$ cat config.mk
export PLATFORM = sky130hd
export DESIGN_NAME = c_store_splitter
export DESIGN_NICKNAME = d
export VERILOG_FILES = /design/src/rtl/c_store_splitter.sv
export SDC_FILE = /design/constraint.sdc
export NUM_CORES = 1
export LEC_CHECK = 0
export BUFFER_PORTS_ARGS = -buffer_cell sky130_fd_sc_hd__buf_2
export CORE_MARGIN = 2
export CORE_UTILIZATION = 40
export DETAILED_ROUTE_END_ITERATION = 12
export PLACE_DENSITY = 0.75
export SYNTH_ARGS = -nofsm -noshare
export SYNTH_HDL_FRONTEND = slang
export SYNTH_SLANG_ARGS = --single-unit
export TNS_END_PERCENT = 100
$ cat constraint.sdc
create_clock -name clk -period 3.1 [get_ports clk]
set_input_delay 0.465 -clock clk [delete_from_list [all_inputs] [get_ports clk]]
set_output_delay 0.465 -clock clk [all_outputs]
set_load 0.01 [all_outputs]
$ cat src/rtl/c_store_splitter.sv
// c_store_splitter
//   Takes one store from the LSU (byte, half or word at any byte address) and
//   issues aligned 32-bit write beats to data memory. A store that fits in one
//   word becomes one beat. A store that crosses a word boundary becomes two
//   beats: the low word first, then the high word.
//
//   Optional feature: define C_STORE_SPLIT_PERF_EN to build a counter of split
//   stores on split_cnt. Without the macro, split_cnt is tied to zero and the
//   datapath is unchanged.
//
// Ports
//   clk, reset        clock and synchronous active-high reset
//   flush             kill request; only blocks acceptance while idle
//   st_valid/st_ready LSU store handshake (ready only while idle)
//   st_addr/size/wdata store operands (size 11 is illegal)
//   st_done           one-cycle pulse after the final beat is acknowledged
//   st_err            one-cycle pulse after an illegal-size store is taken
//   stall_lsu         high while a store is in progress
//   dmem_req/addr/wdata/sel/ack   write-beat interface, held until ack
//   split_cnt         number of completed split stores (perf build only)
module c_store_splitter #(
  parameter int ADDR_W = 32,
  parameter int PERF_W = 32
) (
  input  logic              clk,
  input  logic              reset,
  input  logic              flush,
  input  logic              st_valid,
  output logic              st_ready,
  input  logic [ADDR_W-1:0] st_addr,
  input  logic [1:0]        st_size,
  input  logic [31:0]       st_wdata,
  output logic              st_done,
  output logic              st_err,
  output logic              stall_lsu,
  output logic              dmem_req,
  output logic [ADDR_W-1:0] dmem_addr,
  output logic [31:0]       dmem_wdata,
  output logic [3:0]        dmem_sel,
  input  logic              dmem_ack,
  output logic [PERF_W-1:0] split_cnt
);

  typedef enum logic [1:0] {
    IDLE  = 2'd0,
    BEAT0 = 2'd1,
    BEAT1 = 2'd2
  } state_t;

  state_t              state_reg;
  logic                dmem_req_reg;
  logic [ADDR_W-1:0]   dmem_addr_reg;
  logic [31:0]         dmem_wdata_reg;
  logic [3:0]          dmem_sel_reg;
  logic                st_done_reg;
  logic                st_err_reg;

  // Captured operands, so the LSU is free to change its inputs after accept.
  logic [1:0]          off_reg;
  logic [3:0]          mask_reg;
  logic [31:0]         wdata_reg;
  logic                cross_reg;

  logic                accept;
  logic [3:0]          in_mask;
  logic [2:0]          in_nbytes;
  logic                in_cross;
  logic [31:0]         beat0_wdata;
  logic [3:0]          beat0_sel;
  logic [2:0]          hi_shift;
  logic [31:0]         beat1_wdata;
  logic [3:0]          beat1_sel;

  assign st_ready  = (state_reg == IDLE);
  assign stall_lsu = (state_reg != IDLE);
  assign accept    = st_valid & st_ready & ~flush;

  always_comb begin
    in_mask   = 4'b1111;
    in_nbytes = 3'd4;
    case (st_size)
      2'b00: begin
        in_mask   = 4'b0001;
        in_nbytes = 3'd1;
      end
      2'b01: begin
        in_mask   = 4'b0011;
        in_nbytes = 3'd2;
      end
      default: begin
        in_mask   = 4'b1111;
        in_nbytes = 3'd4;
      end
    endcase
  end

  // off + nbytes never exceeds 7, so a 3-bit sum is enough.
  assign in_cross    = (({1'b0, st_addr[1:0]} + in_nbytes) > 3'd4);
  assign beat0_wdata = st_wdata << {st_addr[1:0], 3'b000};
  assign beat0_sel   = in_mask << st_addr[1:0];

  // The high beat only exists when off != 0, so the shift is 1..3 bytes.
  assign hi_shift    = 3'd4 - {1'b0, off_reg};
  assign beat1_wdata = wdata_reg >> {hi_shift, 3'b000};
  assign beat1_sel   = mask_reg >> hi_shift;

  always_ff @(posedge clk) begin
    if (reset) begin
      state_reg      <= IDLE;
      dmem_req_reg   <= 1'b0;
      dmem_addr_reg  <= '0;
      dmem_wdata_reg <= '0;
      dmem_sel_reg   <= '0;
      st_done_reg    <= 1'b0;
      st_err_reg     <= 1'b0;
      off_reg        <= '0;
      mask_reg       <= '0;
      wdata_reg      <= '0;
      cross_reg      <= 1'b0;
    end else begin
      st_done_reg <= 1'b0;
      st_err_reg  <= 1'b0;
      case (state_reg)
        IDLE: begin
          if (accept) begin
            if (st_size == 2'b11) begin
              st_err_reg <= 1'b1;
            end else begin
              state_reg      <= BEAT0;
              dmem_req_reg   <= 1'b1;
              dmem_addr_reg  <= {st_addr[ADDR_W-1:2], 2'b00};
              dmem_wdata_reg <= beat0_wdata;
              dmem_sel_reg   <= beat0_sel;
              off_reg        <= st_addr[1:0];
              mask_reg       <= in_mask;
              wdata_reg      <= st_wdata;
              cross_reg      <= in_cross;
            end
          end
        end
        BEAT0: begin
          if (dmem_ack) begin
            if (cross_reg) begin
              // Next word; the address wraps naturally at the top of memory.
              state_reg      <= BEAT1;
              dmem_addr_reg  <= dmem_addr_reg + ADDR_W'(4);
              dmem_wdata_reg <= beat1_wdata;
              dmem_sel_reg   <= beat1_sel;
            end else begin
              state_reg    <= IDLE;
              dmem_req_reg <= 1'b0;
              st_done_reg  <= 1'b1;
            end
          end
        end
        BEAT1: begin
          if (dmem_ack) begin
            state_reg    <= IDLE;
            dmem_req_reg <= 1'b0;
            st_done_reg  <= 1'b1;
          end
        end
        default: begin
          state_reg    <= IDLE;
          dmem_req_reg <= 1'b0;
        end
      endcase
    end
  end

`ifdef C_STORE_SPLIT_PERF_EN
  logic [PERF_W-1:0] split_cnt_reg;

  always_ff @(posedge clk) begin
    if (reset) begin
      split_cnt_reg <= '0;
    end else if ((state_reg == BEAT1) && dmem_ack) begin
      split_cnt_reg <= split_cnt_reg + PERF_W'(1);
    end
  end

  assign split_cnt = split_cnt_reg;
`else
  assign split_cnt = '0;
`endif

  assign dmem_req   = dmem_req_reg;
  assign dmem_addr  = dmem_addr_reg;
  assign dmem_wdata = dmem_wdata_reg;
  assign dmem_sel   = dmem_sel_reg;
  assign st_done    = st_done_reg;
  assign st_err     = st_err_reg;

endmodule
==> reports/qor.yml <==
outcome: "complete, no violations"
tns_ps: 0
setup_violations: 0
fmax_ghz: 0.406
cts_hold_buf: 0
slew_headroom_pct: 34.9
maxCapViolations: 0
path_max_fanout: 37
endpoint_kind: "flop"
layout_setup_ws_ps: 637
path_class: "reg2reg"
gr-total-overflow: 0
final_common_cell: "buf_2"
numCtsBuffers: 9
syn2layout_area_growth_pct: 15.6
p_per_area_nw_per_um2: 566
drt-total-wl_microns: 18700
layout_common_cells: "140 x buf_2, 109 x nand2_1, 109 x dfxtp_1, 73 x nor2_1, 73 x a21oi_1"
syn_area_per_cell_sq_um: 7.77
finalCriticalPeriod_ps: 2460
fin_util_pct: 47.7
layout-drive-gt1-share_pct: 20.7
cts_tree: "yes"
cp-start-kind: "flop"
grt_usage_pct: 22.0
dieArea_sq_um: 16800
clockBufferDepth: 2
grt_pass1_vias: 5607
synth-edff-count: 0
yosysSeqAreaShare_pct: 34.5
initial_core_util_pct: 41.3
wl_per_cell_microns: 16.6
async_reset_ff_share_pct: 0
clk-insertion-delay-late_ps: 350
die_h_microns: 130
cts_max_level: 3
instances_no_fill: 1131
drtIter0Drc: 720
io_buffers: 141
drc: 0
dp_cells: 1115
clkTransAtPathRegs_ps: 80
rsz0062_at_grt: "no"
dr.pass1.iters: 5
io_pins: 176
hold_path.class: "in2reg"
finalHoldViolations: 0
cts.sinks: 109
grt_pass1_wl_microns: 29600
ys_seq_elements: 109
synthCells: 814
synth_ff_type: "dfxtp_1"
vias_per_cell: 5.55
leakage_nw: 2.85
regArea_sq_um: 2180
multi_input_area_sq_um: 3640
timing.final.max_slew_violations: 0
dp_hpwl_microns: 13800
cp.required_ps: 3320
fill_cells: 1532
core_area_sq_um: 15300
crit_arrival_ps: 2690
synth_area_sq_um: 6320
yosysUniqueCellTypes: 69
cts-resized-gates: 0
fin_crit_sh_pct: 79.5
antenna_found_initial: 0
die-width_microns: 130
postCtsSetupRepairBufs: 0
place_ws_ps: 676
drtAntennaViolNets: 0
tightest_slew_ps: 969
vias: 6280
num_antenna_cells: 0
synth_warnings: 0
fin_worst_skew_ps: 8.26
cts-root-buf: "clkbuf_16"
peakVddDrop_mv: 0.326
final_nets: 995
grt_max_degree: 65
gp_congestion: 0.917
num_rows: 45
[cells in the mapped netlist, types with 2 or more instances]
cell / instances / area [sq um]
and4_2: 2 / 20.0
nand3_2: 2 / 20.0
or3_1: 2 / 12.5
a2111oi_0: 2 / 17.5
a31oi_1: 7 / 43.8
a211oi_1: 29 / 218
clkbuf_1: 40 / 150
a221oi_1: 10 / 87.6
or2_2: 2 / 12.5
nand3_1: 21 / 105
nand4_1: 16 / 100
nand2_1: 110 / 413
nor3_1: 42 / 210
nor2b_1: 15 / 93.8
nor2_1: 74 / 278
buf_2: 14 / 70.1
a21boi_0: 3 / 22.5
o22ai_1: 25 / 156
mux2i_1: 43 / 430
dfxtp_1: 109 / 2180
inv_1: 19 / 71.3
nand2b_1: 4 / 25.0
o31ai_1: 3 / 22.5
o21ai_1: 2 / 10.0
o32ai_1: 6 / 52.6
buf_6: 3 / 33.8
o21ai_0: 20 / 100
o211ai_1: 4 / 30.0
nor4_1: 10 / 62.6
ha_1: 8 / 100
and3_1: 3 / 18.8
and4b_1: 2 / 20.0
o221ai_1: 2 / 17.5
and2_1: 5 / 31.3
o31a_1: 3 / 26.3
a21oi_1: 73 / 365
buf_4: 35 / 263
or4_1: 5 / 37.5
a2bb2oi_1: 6 / 52.6
buf_1: 3 / 11.3
o2bb2ai_1: 2 / 17.5
[logic make-up (layout without fill, tap and decap cells)]
group / Yosys count / after routing / synth area share, %
AOI/OAI and AO/OA: 208 / 208 / 21.3
xor gates and xnor gates: 1 / 1 / 0.139
adders and majority gates: 9 / 9 / 1.90
buffers and inverters: 118 / 191 / 10.0
DFF: 109 / 109 / 34.5
muxes: 46 / 46 / 7.52
other: 1 / 34 / 0.0593
and+or+nand+nor: 322 / 322 / 24.6
[worst paths after layout]
check / depth (start not counted) / to / from / slack [ps]
worst min register to register: 2 / off_reg[1]$_SDFFE_PP0P_ / off_reg[1]$_SDFFE_PP0P_ / 460
worst max-delay path: 8 / dmem_wdata[18]$_SDFFE_PP0P_ / state_reg[0]$_SDFFE_PP0P_ / 640
worst max register to register: 8 / dmem_wdata[18]$_SDFFE_PP0P_ / state_reg[0]$_SDFFE_PP0P_ / 640
worst min-delay path: 3 / wdata_reg[30]$_SDFFE_PP0P_ / st_wdata[30] / 350
[critical path: stages (launching register included)]
cell	delay, ps
dfxtp_1	330
inv_1	100
ha_1	300
inv_2	60
o21ai_1	320
nand2_2	420
buf_12	310
a2111oi_0	390
nor3_1	80
[per-stage QoR]
stage	power, W	hold slack, ps	cell area, sq um
floorplan	0.00256	433	6450
global placement	0.00293	441	7000
detailed placement	0.00295	450	7000
CTS	0.00414	343	7310
global route	0.00436	361	7310
finish	0.00413	355	7310
[final cells by class]
type | count | area share [%]
Multi-Input combinational cell | 620 | 49.8
Sequential cell | 109 | 29.9
Timing Repair Buffer | 155 | 11.5
Tap cell | 211 | 3.61
Clock buffer | 10 | 3.27
Inverter | 20 | 1.03
Clock inverter | 6 | 0.976
[power breakdown]
group	internal [W]	switching [W]
Sequential	0.00158	0.000167
Combinational	0.000452	0.000732
Clock	0.000655	0.000551
Total	0.00268	0.00145
[per-layer routing]
metal  global-route usage [%]  share of wire, %  vias up
met4                     8.22               2.3        0
met5                        0                 0        -
met2                     30.6                41      317
met3                     4.14               8.0       28
met1                     33.6                48     2862
li1                         -                 -     3073
No activity file was read; power rests on OpenSTA's default activity.
